### config.mk
export PLATFORM = sky130hd
export DESIGN_NAME = snake_motion_engine
export DESIGN_NICKNAME = d
export VERILOG_FILES = /design/src/rtl/snake_pkg.sv /design/src/rtl/snake_motion_engine_tick_gen.sv /design/src/rtl/snake_motion_engine.sv
export SDC_FILE = /design/constraint.sdc
export NUM_CORES = 1
export LEC_CHECK = 0
export CORE_ASPECT_RATIO = 1.2
export CORE_MARGIN = 5
export CORE_UTILIZATION = 45
export DETAILED_ROUTE_END_ITERATION = 7
export SYNTH_ARGS = -nofsm -noshare
export SYNTH_HDL_FRONTEND = slang
export SYNTH_SLANG_ARGS = --single-unit
### constraint.sdc
create_clock -name clk -period 9.4 [get_ports clk]
set_input_delay 1.88 -clock clk [delete_from_list [all_inputs] [get_ports clk]]
set_output_delay 1.88 -clock clk [all_outputs]
set_load 0.03 [all_outputs]
### src/rtl/snake_pkg.sv
// Shared encodings for the snake motion engine: game states, direction codes,
// the grid cell type and the reverse-direction helper.
package snake_pkg;

    localparam int COORD_W = 5;

    typedef enum logic [1:0] {
        ST_DIE   = 2'b00,
        ST_PLAY  = 2'b01,
        ST_START = 2'b10,
        ST_WIN   = 2'b11
    } game_state_e;

    typedef enum logic [1:0] {
        DIR_UP    = 2'd0,
        DIR_DOWN  = 2'd1,
        DIR_LEFT  = 2'd2,
        DIR_RIGHT = 2'd3
    } dir_e;

    typedef struct packed {
        logic [COORD_W-1:0] x;
        logic [COORD_W-1:0] y;
    } cell_t;

    function automatic dir_e reverse_dir(input dir_e d);
        dir_e r;
        case (d)
            DIR_UP:    r = DIR_DOWN;
            DIR_DOWN:  r = DIR_UP;
            DIR_LEFT:  r = DIR_RIGHT;
            default:   r = DIR_LEFT;
        endcase
        return r;
    endfunction

endpackage

### src/rtl/snake_motion_engine_tick_gen.sv
// Free-running step counter: counts 0..TICK_CYCLES-1 while enabled, holds otherwise,
// and emits a one-cycle tick on the terminal count.
module tick_gen #(
    parameter int TICK_CYCLES = 5_000_000
) (
    input  logic clk,
    input  logic rst_n,
    input  logic clr,
    input  logic en,
    output logic tick
);

    localparam int CW = (TICK_CYCLES > 1) ? $clog2(TICK_CYCLES) : 1;
    localparam logic [CW-1:0] CNT_MAX = CW'(TICK_CYCLES - 1);

    logic [CW-1:0] cnt_q, cnt_d;

    always_comb begin
        cnt_d = cnt_q;
        if (clr) begin
            cnt_d = '0;
        end else if (en) begin
            if (cnt_q == CNT_MAX) cnt_d = '0;
            else                  cnt_d = cnt_q + 1'b1;
        end
    end

    assign tick = en && !clr && (cnt_q == CNT_MAX);

    always_ff @(posedge clk or negedge rst_n) begin
        if (!rst_n) cnt_q <= '0;
        else        cnt_q <= cnt_d;
    end

endmodule

### src/rtl/snake_motion_engine.sv
// Snake movement, steering, growth and collision detection, plus a combinational
// body-occupancy lookup for the renderer.
module snake_motion_engine
    import snake_pkg::*;
#(
    parameter int GRID_W      = 32,
    parameter int GRID_H      = 24,
    parameter int MAX_LEN     = 16,
    parameter int START_LEN   = 3,
    parameter int TICK_CYCLES = 5_000_000
) (
    input  logic       clk,
    input  logic       rst_n,
    input  logic [1:0] state,
    input  logic [3:0] BTN,
    input  logic [4:0] apple_x,
    input  logic [4:0] apple_y,
    output logic       apple_eaten,
    output logic       die,
    output logic       win,
    output logic [4:0] head_x,
    output logic [4:0] head_y,
    output logic [4:0] length,
    input  logic [4:0] query_x,
    input  logic [4:0] query_y,
    output logic       query_hit
);

    localparam logic [5:0] GRID_W6 = 6'(GRID_W);
    localparam logic [5:0] GRID_H6 = 6'(GRID_H);

    game_state_e st;
    assign st = game_state_e'(state);

    cell_t       seg_q [MAX_LEN];
    cell_t       seg_d [MAX_LEN];
    logic [4:0]  length_q, length_d;
    dir_e        dir_q, dir_d;
    dir_e        pend_q, pend_d;
    logic        die_q, die_d;
    logic        win_q, win_d;
    logic        eaten_q, eaten_d;

    logic        active;
    logic        tick;
    logic        btn_any;
    dir_e        btn_dir;
    dir_e        turn_dir;
    logic [5:0]  nx6, ny6;
    cell_t       nxt;
    cell_t       apple;
    logic        wall, grow, self_hit;

    function automatic cell_t start_cell(input int i);
        cell_t c;
        c.x = 5'(GRID_W / 2 - i);
        c.y = 5'(GRID_H / 2);
        return c;
    endfunction

    // Once a collision or win is latched, motion stops even before the controller
    // moves the game state on.
    assign active = (st == ST_PLAY) && !die_q && !win_q;

    tick_gen #(.TICK_CYCLES(TICK_CYCLES)) u_tick (
        .clk  (clk),
        .rst_n(rst_n),
        .clr  (st == ST_START),
        .en   (active),
        .tick (tick)
    );

    always_comb begin
        btn_any = ~&BTN;
        btn_dir = DIR_RIGHT;
        if      (!BTN[0]) btn_dir = DIR_UP;
        else if (!BTN[1]) btn_dir = DIR_DOWN;
        else if (!BTN[2]) btn_dir = DIR_LEFT;
        else if (!BTN[3]) btn_dir = DIR_RIGHT;
    end

    assign turn_dir = (pend_q == reverse_dir(dir_q)) ? dir_q : pend_q;

    // One extra bit so that stepping off either edge lands outside the grid.
    always_comb begin
        nx6 = {1'b0, seg_q[0].x};
        ny6 = {1'b0, seg_q[0].y};
        case (turn_dir)
            DIR_UP:    ny6 = {1'b0, seg_q[0].y} - 6'd1;
            DIR_DOWN:  ny6 = {1'b0, seg_q[0].y} + 6'd1;
            DIR_LEFT:  nx6 = {1'b0, seg_q[0].x} - 6'd1;
            default:   nx6 = {1'b0, seg_q[0].x} + 6'd1;
        endcase
    end

    assign nxt.x   = nx6[4:0];
    assign nxt.y   = ny6[4:0];
    assign apple.x = apple_x;
    assign apple.y = apple_y;
    assign wall    = (nx6 >= GRID_W6) || (ny6 >= GRID_H6);
    assign grow    = (nxt == apple);

    // The tail cell only counts as body when growing, since it then stays put.
    always_comb begin
        int lim;
        self_hit = 1'b0;
        lim = int'(length_q) - 1 + (grow ? 1 : 0);
        for (int k = 1; k < MAX_LEN; k++) begin
            if ((k < lim) && (seg_q[k] == nxt)) self_hit = 1'b1;
        end
    end

    always_comb begin
        query_hit = 1'b0;
        for (int i = 0; i < MAX_LEN; i++) begin
            if ((i < int'(length_q)) && (seg_q[i].x == query_x) && (seg_q[i].y == query_y))
                query_hit = 1'b1;
        end
    end

    always_comb begin
        for (int i = 0; i < MAX_LEN; i++) seg_d[i] = seg_q[i];
        length_d = length_q;
        dir_d    = dir_q;
        pend_d   = pend_q;
        die_d    = die_q;
        win_d    = win_q;
        eaten_d  = 1'b0;
        if (st == ST_START) begin
            for (int i = 0; i < MAX_LEN; i++) seg_d[i] = start_cell(i);
            length_d = 5'(START_LEN);
            dir_d    = DIR_RIGHT;
            pend_d   = DIR_RIGHT;
            die_d    = 1'b0;
            win_d    = 1'b0;
        end else if (active) begin
            if (btn_any) pend_d = btn_dir;
            if (tick) begin
                dir_d = turn_dir;
                if (wall || self_hit) begin
                    die_d = 1'b1;
                end else begin
                    for (int i = 1; i < MAX_LEN; i++) seg_d[i] = seg_q[i-1];
                    seg_d[0] = nxt;
                    if (grow && (length_q < 5'(MAX_LEN))) begin
                        length_d = length_q + 5'd1;
                        eaten_d  = 1'b1;
                        if (length_q + 5'd1 == 5'(MAX_LEN)) win_d = 1'b1;
                    end
                end
            end
        end
    end

    always_ff @(posedge clk or negedge rst_n) begin
        if (!rst_n) begin
            for (int i = 0; i < MAX_LEN; i++) seg_q[i] <= start_cell(i);
            length_q <= 5'(START_LEN);
            dir_q    <= DIR_RIGHT;
            pend_q   <= DIR_RIGHT;
            die_q    <= 1'b0;
            win_q    <= 1'b0;
            eaten_q  <= 1'b0;
        end else begin
            for (int i = 0; i < MAX_LEN; i++) seg_q[i] <= seg_d[i];
            length_q <= length_d;
            dir_q    <= dir_d;
            pend_q   <= pend_d;
            die_q    <= die_d;
            win_q    <= win_d;
            eaten_q  <= eaten_d;
        end
    end

    assign apple_eaten = eaten_q;
    assign die         = die_q;
    assign win         = win_q;
    assign head_x      = seg_q[0].x;
    assign head_y      = seg_q[0].y;
    assign length      = length_q;

endmodule

* After elaboration in Yosys (flattened, before gate mapping)
Index checks and enable logic that the tools add are counted.
** Cells by class
- Muxes and demuxes :: 72
- Shifts and indexed selects :: 0
- Eq/ne operators :: 59
- Magnitude comparators :: 34
- Divide/modulo/power cells :: 0
- $mul :: 0
- Add/subtract/negate cells :: 8
- Bitwise gates (word level) :: 0
- Reduce and logical (&&, ||, !) cells :: 72
** Operators by type and width (count)
- $mux 160 :: 4
- $eq 10x10->1 :: 16
- $eq 5x5->1 :: 32
- $mux 23 :: 3
- $lt 5x7->1 const A :: 8
- $logic_and 1x1->1 :: 52
- $mux 1 :: 48
- $lt 4x5->1 const A :: 8
- $lt 4x7->1 const A :: 4
- $mux 5 :: 5
- $pmux 6 s2 :: 2
- $add 23x1->23 const B :: 1
- $eq 23x23->1 const B :: 1
- $lt 3x5->1 const A :: 4
- $mux 2 :: 9
- $sub 5x1->6 const B :: 3
- $lt 3x7->1 const A :: 2
- $add 5x1->6 const B :: 2
- $lt 1x5->1 const A :: 2
- $lt 2x5->1 const A :: 2
- $reduce_bool 2->1 :: 5
- $reduce_and 4->1 :: 2
- $add 6x2->7 :: 1
- $lt 2x7->1 const A :: 1
- other kinds (17) :: 28
** Storage, ports and cells
- Register bits after elaboration :: 195
- Bits in latches :: 0
- Bits of input ports :: 28
- Memory bits (writable) :: 0
- Logic and storage cells :: 284
- Memories :: 0
- Output and inout bits :: 19
- ROM bits :: 0

* Depth between registers and ports, before layout
Gate-level depths: netlist of the first run.
- Word-level depth :: 32
- Gate-level depth with buffers :: 31
- Mapped depth without buffers :: 23

* Hierarchy
A second synthesis of the first run with hierarchy kept.
** Second synthesis, totals
- Cell total of the unflattened synthesis :: 1765
- Area total of the unflattened synthesis :: 14680.3 um^2
** Modules (own cells, without submodules)
- snake_motion_engine :: instances 1, cells each 1601, area each 13316.5 um^2, sequential area each 4393.0 um^2
- tick_gen :: instances 1, cells each 164, area each 1363.8 um^2, sequential area each 575.6 um^2

* Least setup slack after synthesis of the first run
No wires, ideal clock.
- Kind :: register to register
- Start :: register pend_q[1]
- End :: register, netlist name seg_q[109]
- Path slack :: 2.122 ns
- Arrival time :: 7.147 ns
- Stages on the path, launching flop included :: 31
- Clock period less this slack :: 7.278 ns
- Cells stage by stage :: dfstp_2 -> clkbuf_1 -> buf_2 -> clkbuf_1 -> buf_1 -> xor2_1 -> mux2i_1 -> or2_2 -> inv_1 -> fa_1 -> clkbuf_1 -> buf_2 -> nor2_1 -> or2_2 -> xor2_1 -> a211oi_1 -> nand3_1 -> nor4_1 -> ha_1 -> ha_1 -> clkinv_1 -> or3_4 -> a2111oi_4 -> nor4_1 -> nor4_1 -> a21boi_1 -> a211o_2 -> nor2_1 -> buf_2 -> buf_2 -> o31ai_1
** Between the ends
- Cells in the longest elaborated chain, start to end :: 28
** RTL lines
- start, declared :: RTL line snake_motion_engine.sv:39 : dir_e pend_q, pend_d;
- start signal, assigned :: RTL line snake_motion_engine.sv:168 : pend_q <= pend_d;
- $eq 2x2->1 :: RTL line snake_motion_engine.sv:82 : assign turn_dir = (pend_q == reverse_dir(dir_q)) ? dir_q : pend_q;
- $mux 2 * :: RTL line snake_motion_engine.sv:82
- $eq 2x1->1 or $logic_not 2->1 (tied branches) :: RTL line snake_motion_engine.sv:88 : case (turn_dir)
- $reduce_or 2->1 (no line)
- $pmux 6 s2 :: RTL line snake_motion_engine.sv:88
- $eq 10x10->1 :: RTL line snake_motion_engine.sv:101 : assign grow = (nxt == apple);
- $mux 1 :: RTL line snake_motion_engine.sv:107 : lim = int'(length_q) - 1 + (grow ? 1 : 0);
- $add 6x2->7 :: RTL line snake_motion_engine.sv:107
- $lt 2x7->1 :: RTL line snake_motion_engine.sv:109 : if ((k < lim) && (seg_q[k] == nxt)) self_hit = 1'b1;
- $logic_and 1x1->1 :: RTL line snake_motion_engine.sv:109
- $mux 1 (15 in a row) :: RTL line snake_motion_engine.sv:109
- $logic_or 1x1->1 * :: RTL line snake_motion_engine.sv:140 : if (wall || self_hit) begin
- $ne 2x1->1 (no line) *
- $reduce_and 3->1 (no line) *
Mark *: on every way between the ends. The rest lies on a longest branch, timed or not.
A chain may end at the register's enable or synchronous reset.

* Worst setup path after layout of the first run
- Start :: register pend_q[1]
- End :: register, netlist name seg_q[116]
** Between the ends
- Cells in the longest elaborated chain, start to end :: 28
** RTL lines (RTL line)
- $eq 2x2->1 :: snake_motion_engine.sv:82
- $mux 2 * :: snake_motion_engine.sv:82
- $eq 2x1->1 or $logic_not 2->1 (tied branches) :: snake_motion_engine.sv:88
- $reduce_or 2->1 (no line)
- $pmux 6 s2 :: snake_motion_engine.sv:88
- $eq 10x10->1 :: snake_motion_engine.sv:101
- $mux 1 :: snake_motion_engine.sv:107
- $add 6x2->7 :: snake_motion_engine.sv:107
- $lt 2x7->1 :: snake_motion_engine.sv:109
- $logic_and 1x1->1 :: snake_motion_engine.sv:109
- $mux 1 (15 in a row) :: snake_motion_engine.sv:109
- $logic_or 1x1->1 * :: snake_motion_engine.sv:140
- $ne 2x1->1 (no line) *
- $reduce_and 3->1 (no line) *
Marked as above.

==> results of run 1 <==
-- routing by layer --
layer	vias up	wire, um
met2	559	24800
met4	0	3410
met5	-	0
met3	179	3660
met1	6454	21100
li1	5909	-
-- logic make-up (layout without fill, tap and decap cells) --
family,count (synthesis),count (layout),synth area share (%)
AO/OA/AOI/OAI,336,336,14.4
XOR/XNOR,343,343,21.0
adder cells (fa/ha/maj),16,16,1.50
buffers and inverters,197,153,5.82
flip-flops,195,195,34.5
multiplexers,15,15,1.07
AND/OR/NAND/NOR,623,623,21.7
-- final cells by class --
| type | instances | area [um^2] |
|---|---|---|
| clock buffer | 17 | 425 |
| multi-input combinational | 1333 | 8620 |
| tap | 401 | 502 |
| sequential | 195 | 4970 |
| fill | 3069 | 15800 |
| inverter | 33 | 124 |
| clock inverter | 15 | 173 |
| timing repair buffer | 88 | 805 |
-- placed cells by master, fill, tap and decap left out, types with 40 or more instances in the layout --
master / instances
buf_4: 40
clkdlybuf4s50_1: 45
nand3_1: 179
xnor2_1: 170
nor3_1: 41
nor4_1: 51
o21ai_1: 134
dfstp_2: 71
nor2_1: 121
nand2_1: 113
xor2_1: 172
dfrtp_1: 124
-- final timing paths --
check                            startpoint          endpoint  slack [ns]  cells past startpoint
min                        u_tick.cnt_q[22]  u_tick.cnt_q[22]        0.50                      1
min in group asynchronous             rst_n        seg_q[126]        1.54                      1
max                               pend_q[1]        seg_q[116]        1.40                     24
max in group asynchronous             rst_n  u_tick.cnt_q[18]        6.65                      2
min reg2reg                u_tick.cnt_q[22]  u_tick.cnt_q[22]        0.50                      1
max reg2reg                       pend_q[1]        seg_q[116]        1.40                     24
-- cell usage after synthesis (all sizes together), types with 12 or more instances --
master | number | area share [%]
o22ai | 14 | 0.61
ha | 14 | 1.2
mux2i | 12 | 0.83
nor2 | 124 | 3.3
o31ai | 18 | 0.97
nand2b | 12 | 0.52
xnor2 | 170 | 10
dfrtp | 124 | 22
dfstp | 71 | 13
buf | 70 | 2.5
nand4 | 38 | 1.7
a21oi | 39 | 1.4
nor4 | 51 | 2.2
xor2 | 172 | 10
nand3 | 179 | 6.2
a31oi | 21 | 0.91
nand2 | 113 | 2.9
clkbuf | 94 | 2.5
inv | 32 | 0.83
nor3 | 42 | 1.5
o21ai | 166 | 5.8
-- power groups by stage --
stage / Sequential (W) / Combinational (W) / Clock (W)
6_report: 0.000848 / 0.000418 / 0.000781
5_1_grt: 0.000849 / 0.000443 / 0.000824
4_1_cts: 0.000848 / 0.000410 / 0.000790
3_5_place_dp: 0.000864 / 0.000408 / 0
3_3_place_gp: 0.000863 / 0.000406 / 0
2_1_floorplan: 0.000862 / 0.000261 / 0
-- sequential cells by signal (all words and copies together), names as in the netlist --
name,flops
apple_eaten,1
die,1
dir_q,2
head_x,5
head_y,5
length,5
pend_q,2
seg_q,150
u_tick.cnt_q,23
win,1
-- through the flow --
stage          hold slack, ns  worst slack, ns  util [%]  total power (W)
4_1_cts                 0.503             1.48      49.7          0.00205
6_report                0.500             1.40      49.7          0.00205
3_3_place_gp            0.488             1.57      47.8          0.00127
5_1_grt                 0.517            0.940      49.7          0.00212
3_5_place_dp            0.491             1.51      47.8          0.00127
2_1_floorplan           0.450             2.12         -          0.00112
-- critical path: cells and delay by family (launching register included) --
kind                     cells  cell delay (ns)
AO/OA/AOI/OAI                5             1.49
XOR/XNOR                     1             0.17
adder cells (fa/ha/maj)      3             0.95
buffers and inverters        5             1.58
flip-flops                   1             0.54
AND/OR/NAND/NOR             10             2.96
==> impl_metrics.toml, run 1 <==
[timing]
clock-skew-final_ns = 0.00834
finalMaxSlewViolations = 0
period_minus_slack_ns = 8.00
final-setup-viol-count = 0
peak_clock_frequency_supported_by_timing_mhz = 125
report.final.hold_viol_count = 0
timing.slew.headroom_pct = 27.9
worst_slew_pin_slew_ns = 1.08
setup_total_neg_slack_ns = 0
unrepaired_setup_endpoints_after_global_routing = "no"
layout_worst_path_cycle_share_pct = 85.1

[floorplanning]
fp.dieArea_mm2 = 0.0357
core_area_mm2 = 0.0314
die-width_um = 173
starting_utilization_of_the_core_area_pct = 45.8
floorplan.rows = 71
height_of_the_die_um = 206
ioPinCount = 47

[logic_synthesis]
synth.lib_cells_used.distinct = 82
postSynthRegisterBits = 195
seq_area_frac_synth_pct = 34.5
syn_area_mm2 = 0.0144
synth_enable_flop_cells = 0
synth_async_reset_ratio_pct = 100
synthCells = 1725
synth.net_count = 1769
yosys_most_used_dff = "dfrtp_1"
synth-warning-count = 0
synth.avg_cell_area_um2 = 8.34

[critical_path]
cp.arrival_ns = 8.31
cpPeakStageDelay_ns = 0.60
crit_required_ns = 9.71
worstSetupPathType = "register to register"
critPathSlowestCell = "buf_4"
timing.critical_path.from_type = "register"
worstPathMaxFanout = 95
type_of_destination_of_the_critical_path = "register"
worstPathCellList = "buf_4 > or2_2 > inv_1 > fa_1 > buf_4 > nor2_1 > or2_2 > xor2_1 > a211oi_1 > nand3_1 > nor4_1 > ha_1 > ha_1 > clkinv_1 > nor3_1 > or4bb_1 > nand4_1 > nor4_1 > a41oi_1 > o2111ai_1 > a211o_2 > nor2_4 > buf_12 > o21ai_1"

[power]
power_frac_comb_pct = 20.4
power.internal_w = 0.00136
power-per-cell-area_mw_per_mm2 = 131
power_switching_w = 0.000686
power.share.switching_pct = 33.5
power.clock.fraction_pct = 38.1
p_leak_nw = 5.99
max-vdd-ir-drop_mv = 0.118
sequentialPowerShare_pct = 41.4

[clock_network]
path_clk_slew_ns = 0.08
clock_tree.buffer_depth = 2
cts_sinks = 195
cts.htree.levels = 4
tritoncts_clock_tree = "yes"
number_of_post_cts_setup_repair_buffers = 0
numCtsBuffers = 17
worst_skew_pair.late_latency_ns = 0.45
root_buffer = "clkbuf_16"
cts_hold_repair.buffers = 0
cts_repair_resize_count = 0

[placed_design]
io_buffer_count = 46
placed_cells = 2050
dpl-instance-area_mm2 = 0.0150
finalWeightedCongestion = 1.03
dpl.hpwl_um = 35100

[global_route]
grt_pass1_wl_um = 81000
number_of_global_route_vias_before_repair = 13100
pin_count_of_the_biggest_net_entering_global_routing = 150
grt_use_met3_pct = 6.11
number_of_antenna_violations_at_the_first_check_in_global_routing = 0
use_met2_pct = 48.4
grtUsageMet1_pct = 36.2
routing_layer_with_the_top_usage_in_global_route = "met2"
globalRouteOverflowTotal = 0
grt_use_total_pct = 29.4

[drt]
antenna_violating_nets_post_route = 0
drt_iter0_drc = 1238
first_pass_iters = 5
drt_wl_total_um = 53000
vias = 13100
routed_via_density = 6.29
wire_per_inst_um = 25.5
drt_drc_violations_left = 0

[run_status]
run_status = "complete, no violations"

[worst_hold_path]
worst_hold_path_type = "register to register"

[final_layout]
antennaDiodeCount = 0
final_design_area_no_fill_mm2 = 0.0156
final_cells = 2082
nets = 1712
area_growth_pct = 8.57
layout-drive-gt1-share_pct = 10.3

[job]
drv.max_cap_violation_count = 0
No activity file was read; power rests on OpenSTA's default activity.
==> inputs of run 2 (changes only) <==
--- a/config.mk
+++ b/config.mk
@@ -9,6 +9,7 @@
 export CORE_MARGIN = 5
 export CORE_UTILIZATION = 45
 export DETAILED_ROUTE_END_ITERATION = 7
+export GPL_TIMING_DRIVEN = 0
 export SYNTH_ARGS = -nofsm -noshare
 export SYNTH_HDL_FRONTEND = slang
 export SYNTH_SLANG_ARGS = --single-unit
==> run 2 against run 1 <==
Compared with the run above: sequential power about the same; clock power shrank 3.1%; design area increased by 2.9%; sequential share of layout area down 0.90 points; clock-buffer cell count grew 2; non-clock buffer count increased by 117; utilization increased by 1.4 points; global-route usage rose by 5.0 points; via count increased by 6.1%; final cell count rose by 5.6%; die area stayed put; largest cell class unchanged; largest power group unchanged; highest routed layer unchanged.
==> impl_metrics.toml, run 2 (same netlist as run 1, synthesis figures left out) <==
[run_status]
run_status = "complete, no violations"

[clock_network]
root_buffer = "clkbuf_16"
path_clk_slew_ns = 0.08
numCtsBuffers = 17
worst_skew_pair.late_latency_ns = 0.46
clock_tree.buffer_depth = 2
tritoncts_clock_tree = "yes"
cts_sinks = 195
cts.htree.levels = 4

[critical_path]
timing.critical_path.from_type = "register"
cp.arrival_ns = 9.56
worstPathMaxFanout = 10
type_of_destination_of_the_critical_path = "register"
worstSetupPathType = "register to register"
critical_path.most_common_cell = "clkbuf_4"
critPathSlowestCell = "fa_2"
crit_required_ns = 9.76
cpPeakStageDelay_ns = 0.71

[drt]
vias = 13900
routed_via_density = 6.32
drt_iter0_drc = 1745
drt_wl_total_um = 62100
wire_per_inst_um = 28.2
first_pass_iters = 6
antenna_violating_nets_post_route = 0
drt_drc_violations_left = 0

[floorplanning]
starting_utilization_of_the_core_area_pct = 45.8
core_area_mm2 = 0.0314
ioPinCount = 47
height_of_the_die_um = 206
fp.dieArea_mm2 = 0.0357
die-width_um = 173
floorplan.rows = 71

[global_route]
grt_pass1_wl_um = 90900
globalRouteOverflowTotal = 0
number_of_antenna_violations_at_the_first_check_in_global_routing = 0
number_of_global_route_vias_before_repair = 13500
grt_use_total_pct = 34.4
pin_count_of_the_biggest_net_entering_global_routing = 74

[job]
drv.max_cap_violation_count = 0

[timing]
final-setup-viol-count = 0
unrepaired_setup_endpoints_after_global_routing = "no"
clock-skew-final_ns = 0.0169
timing.slew.headroom_pct = 20.7
period_minus_slack_ns = 9.20
layout_worst_path_cycle_share_pct = 97.9
finalMaxSlewViolations = 0
report.final.hold_viol_count = 0
worst_slew_pin_slew_ns = 1.19
peak_clock_frequency_supported_by_timing_mhz = 109
setup_total_neg_slack_ns = 0

[placed_design]
finalWeightedCongestion = 1.09
io_buffer_count = 36
dpl.hpwl_um = 46500
dpl-instance-area_mm2 = 0.0153
placed_cells = 2164

[power]
total_power_w = 0.00206
power-per-cell-area_mw_per_mm2 = 128
p_leak_nw = 6.16
max-vdd-ir-drop_mv = 0.105

[final_layout]
area_growth_pct = 11.7
nets = 1829
layout-drive-gt1-share_pct = 11.3
final_cells = 2199
register_with_the_highest_flop_count = "seg_q"
biggestRegsByFlops = "seg_q x150, u_tick.cnt_q x23"
seqCellArea_mm2 = 0.00497
largest_register_ff_count = 150
antennaDiodeCount = 0
fillCellCount = 3117
commonest_cells_after_routing_fill_and_taps_aside = "nand3_1, xor2_1, xnor2_1"
final_design_area_no_fill_mm2 = 0.0161
final_core_util_pct = 51.1
multi_input_comb_area_mm2 = 0.00871
mostFrequentLayoutCell = "nand3_1"

[worst_hold_path]
worst_hold_path_type = "register to register"
-- run 2: cell types whose count changed in the layout (fill, tap and decap cells not counted), sizes merged --
cell           previous run  this run
clkbuf                   18       116
buf                      42        72
clkdlybuf4s50            45        35
clkinv                    8         5
clkinvlp                  1         3
bufinv                    2         1
clkdlybuf4s15             0         1
-- run 2: worst paths after layout --
path                                start          to  slack, ns  cells past startpoint
worst max-delay path            pend_q[1]   seg_q[64]       0.20                     29
worst min-delay path             dir_q[0]    dir_q[0]       0.50                      2
worst max register to register  pend_q[1]   seg_q[64]       0.20                     29
worst min register to register   dir_q[0]    dir_q[0]       0.50                      2
max in group asynchronous           rst_n   length[0]       7.26                      2
min in group asynchronous           rst_n  seg_q[116]       1.36                      1
-- run 2: worst max-delay path, delay by kind of cell, from the launching register on --
kind            cells  cell delay (ns)
mux                 1             0.38
fa+ha+maj           3             1.13
flops               1             0.52
buf+inv             9             2.23
compound gates      6             2.13
xor+xnor            2             0.40
simple gates        8             2.25
-- run 2: routing by layer --
layer  GRT usage [%]  vias up  share of wire, %
met5               0        -                 0
met4            24.0        0               8.1
met3            6.29      239               8.9
met2            52.4      769                43
met1            44.5     6733                40
li1                -     6160                 -
-- run 2: what timing repair did --
item / 4_1_cts / 5_1_grt
gates resized for setup: 23 / 11
buffers inserted: 1 / 3
pin swaps: 0 / 1
endpoints found under the setup margin: 168 / 166
cloned: 0 / 0
hold buffers: 0 / 0
endpoints found under the hold margin: 0 / 0
-- run 2: power breakdown --
part           internal (W)  switching, W
clock              0.000379      0.000378
sequential         0.000844    0.00000362
combinational      0.000130      0.000329
total               0.00135      0.000710
-- run 2: per-stage QoR --
stage	worst slack (ns)	hold WS, ns
2_1_floorplan	2.12	0.450
3_3_place_gp	-2.11	0.486
3_5_place_dp	-1.72	0.487
4_1_cts	0.0575	0.504
5_1_grt	0.0373	0.516
6_report	0.201	0.500
-- run 2: cell type report --
type                            instances  area share, %
Timing Repair Buffer                   42           2.88
Buffer                                163           4.59
Inverter                               33          0.771
Tap cell                              401           3.12
Sequential cell                       195           30.9
Clock inverter                         13          0.794
Multi-Input combinational cell       1333           54.2
Clock buffer                           19           2.76
==> inputs of run 3 (changes only) <==
--- a/config.mk
+++ b/config.mk
@@ -8,8 +8,10 @@
 export CORE_ASPECT_RATIO = 1.2
 export CORE_MARGIN = 5
 export CORE_UTILIZATION = 45
+export CTS_CLUSTER_SIZE = 14
 export DETAILED_ROUTE_END_ITERATION = 7
 export GPL_TIMING_DRIVEN = 0
+export PLACE_DENSITY = 0.65
 export SYNTH_ARGS = -nofsm -noshare
 export SYNTH_HDL_FRONTEND = slang
 export SYNTH_SLANG_ARGS = --single-unit
==> run 3 against run 2 <==
Compared with the run above: sequential power barely moved; total power barely moved; largest power group unchanged; via count rose by 0.25%; register-to-register slack barely moved.
==> impl_metrics.toml, run 3 (same netlist as run 1, synthesis figures left out) <==
[run_status]
run_status = "complete, no violations"

[placed_design]
io_buffer_count = 36
dpl.hpwl_um = 46800
placement.setup.worst_slack_ns = -1.60
finalWeightedCongestion = 1.06

[clock_network]
cts.htree.levels = 4
clock_tree.buffer_depth = 2
tritoncts_clock_tree = "yes"
numCtsBuffers = 17
cts_sinks = 195
worst_skew_pair.late_latency_ns = 0.46
path_clk_slew_ns = 0.08
root_buffer = "clkbuf_16"

[final_layout]
biggestRegsByFlops = "seg_q x150, u_tick.cnt_q x23"
multi_input_comb_area_mm2 = 0.00865
commonest_cells_after_routing_fill_and_taps_aside = "nand3_1, xor2_1, xnor2_1"
seqCellArea_mm2 = 0.00497
mostFrequentLayoutCell = "nand3_1"
area_growth_pct = 11.2
largest_register_ff_count = 150
nets = 1830
layout-drive-gt1-share_pct = 11.3
antennaDiodeCount = 0
register_with_the_highest_flop_count = "seg_q"
fillCellCount = 3074

[timing]
period_minus_slack_ns = 9.21
report.final.hold_viol_count = 0
finalMaxSlewViolations = 0
worst_slew_pin_slew_ns = 1.29
finalHoldWorstSlack_ns = 0.520
peak_clock_frequency_supported_by_timing_mhz = 109
finalWorstSetupSlack_ns = 0.194
unrepaired_setup_endpoints_after_global_routing = "no"
setup_total_neg_slack_ns = 0
final-setup-viol-count = 0
layout_worst_path_cycle_share_pct = 97.9
timing.slew.headroom_pct = 14.0
clock-skew-final_ns = 0.0169

[power]
p_leak_nw = 6.16
max-vdd-ir-drop_mv = 0.107
power-per-cell-area_mw_per_mm2 = 129

[global_route]
grt_use_total_pct = 34.2
number_of_global_route_vias_before_repair = 13200
grt_pass1_wl_um = 90100
pin_count_of_the_biggest_net_entering_global_routing = 109
number_of_antenna_violations_at_the_first_check_in_global_routing = 0
globalRouteOverflowTotal = 0

[drt]
drt_wl_total_um = 62300
drt_iter0_drc = 1366
first_pass_iters = 6
antenna_violating_nets_post_route = 0
drt_drc_violations_left = 0
routed_via_density = 6.33
vias = 13900
wire_per_inst_um = 28.3

[critical_path]
cpPeakStageDelay_ns = 0.64
worstSetupPathType = "register to register"
timing.critical_path.from_type = "register"
critical_path.most_common_cell = "clkbuf_4"
cp.arrival_ns = 9.58
timing.reg2reg.worst_path_depth = 30
critPathSlowestCell = "nor2_1"
type_of_destination_of_the_critical_path = "register"
worstPathMaxFanout = 10
crit_required_ns = 9.77

[job]
drv.max_cap_violation_count = 0

[floorplanning]
height_of_the_die_um = 206
ioPinCount = 47
core_area_mm2 = 0.0314
floorplan.rows = 71
fp.dieArea_mm2 = 0.0357
starting_utilization_of_the_core_area_pct = 45.8
die-width_um = 173

[worst_hold_path]
worst_hold_path.num_cells = 1
worst_hold_path_type = "register to register"
-- run 3: final cells by class --
class / count / area share, %
multi-input combinational: 1333 / 54.1
sequential: 195 / 31.0
buffer: 163 / 4.60
tap: 401 / 3.14
clock buffer: 21 / 2.88
timing repair buffer: 43 / 2.76
inverter: 33 / 0.774
clock inverter: 11 / 0.758
-- run 3: where the power goes --
group          internal [W]  switching [W]
logic              0.000125       0.000327
clock network      0.000387       0.000375
registers          0.000844     0.00000380
total               0.00136       0.000706
-- run 3: worst paths after layout --
| kind | from | end | slack [ns] |
|---|---|---|---|
| worst max register to register | pend_q[1] | head_y[4] | 0.19 |
| max in group asynchronous | rst_n | seg_q[69] | 6.99 |
| worst min register to register | u_tick.cnt_q[22] | u_tick.cnt_q[22] | 0.52 |
| min in group asynchronous | rst_n | seg_q[35] | 1.41 |
| worst min-delay path | u_tick.cnt_q[22] | u_tick.cnt_q[22] | 0.52 |
| worst max-delay path | pend_q[1] | head_y[4] | 0.19 |
-- run 3: metrics by stage --
stage,power (W),std cells,util (%),area [um^2]
6_report,0.00206,2200,50.9,16000
5_1_grt,0.00212,2200,50.9,16000
4_1_cts,0.00205,2196,50.7,16000
3_5_place_dp,0.00129,2165,48.7,15300
3_3_place_gp,0.00128,2162,48.5,15200
2_1_floorplan,0.00112,1725,-,14400
-- run 3: worst max-delay path, delay by kind of cell (launching register included) --
kind,cells,cell delay (ns)
AOI/OAI and AO/OA,5,1.55
xor gates and xnor gates,2,0.30
adders and majority gates,3,1.04
buffers and inverters,9,2.45
DFF,1,0.52
muxes,1,0.34
and+or+nand+nor,10,2.87
-- run 3: repair_timing --
item | CTS | global route
setup endpoints to repair | 168 | 158
buffers inserted | 0 | 4
hold buffers | 0 | 0
pin swaps | 0 | 2
endpoints found under the hold margin | 0 | 0
resized for setup | 23 | 8
-- run 3: routing by layer --
metal,GRT usage [%],vias up,wire length (um),share of wire [%]
li1,-,6153,-,-
met1,43.6,6809,24900,40
met2,53.9,748,27700,44
met3,6.42,226,5060,8.1
met4,21.5,0,4670,7.5
met5,0,-,0,0
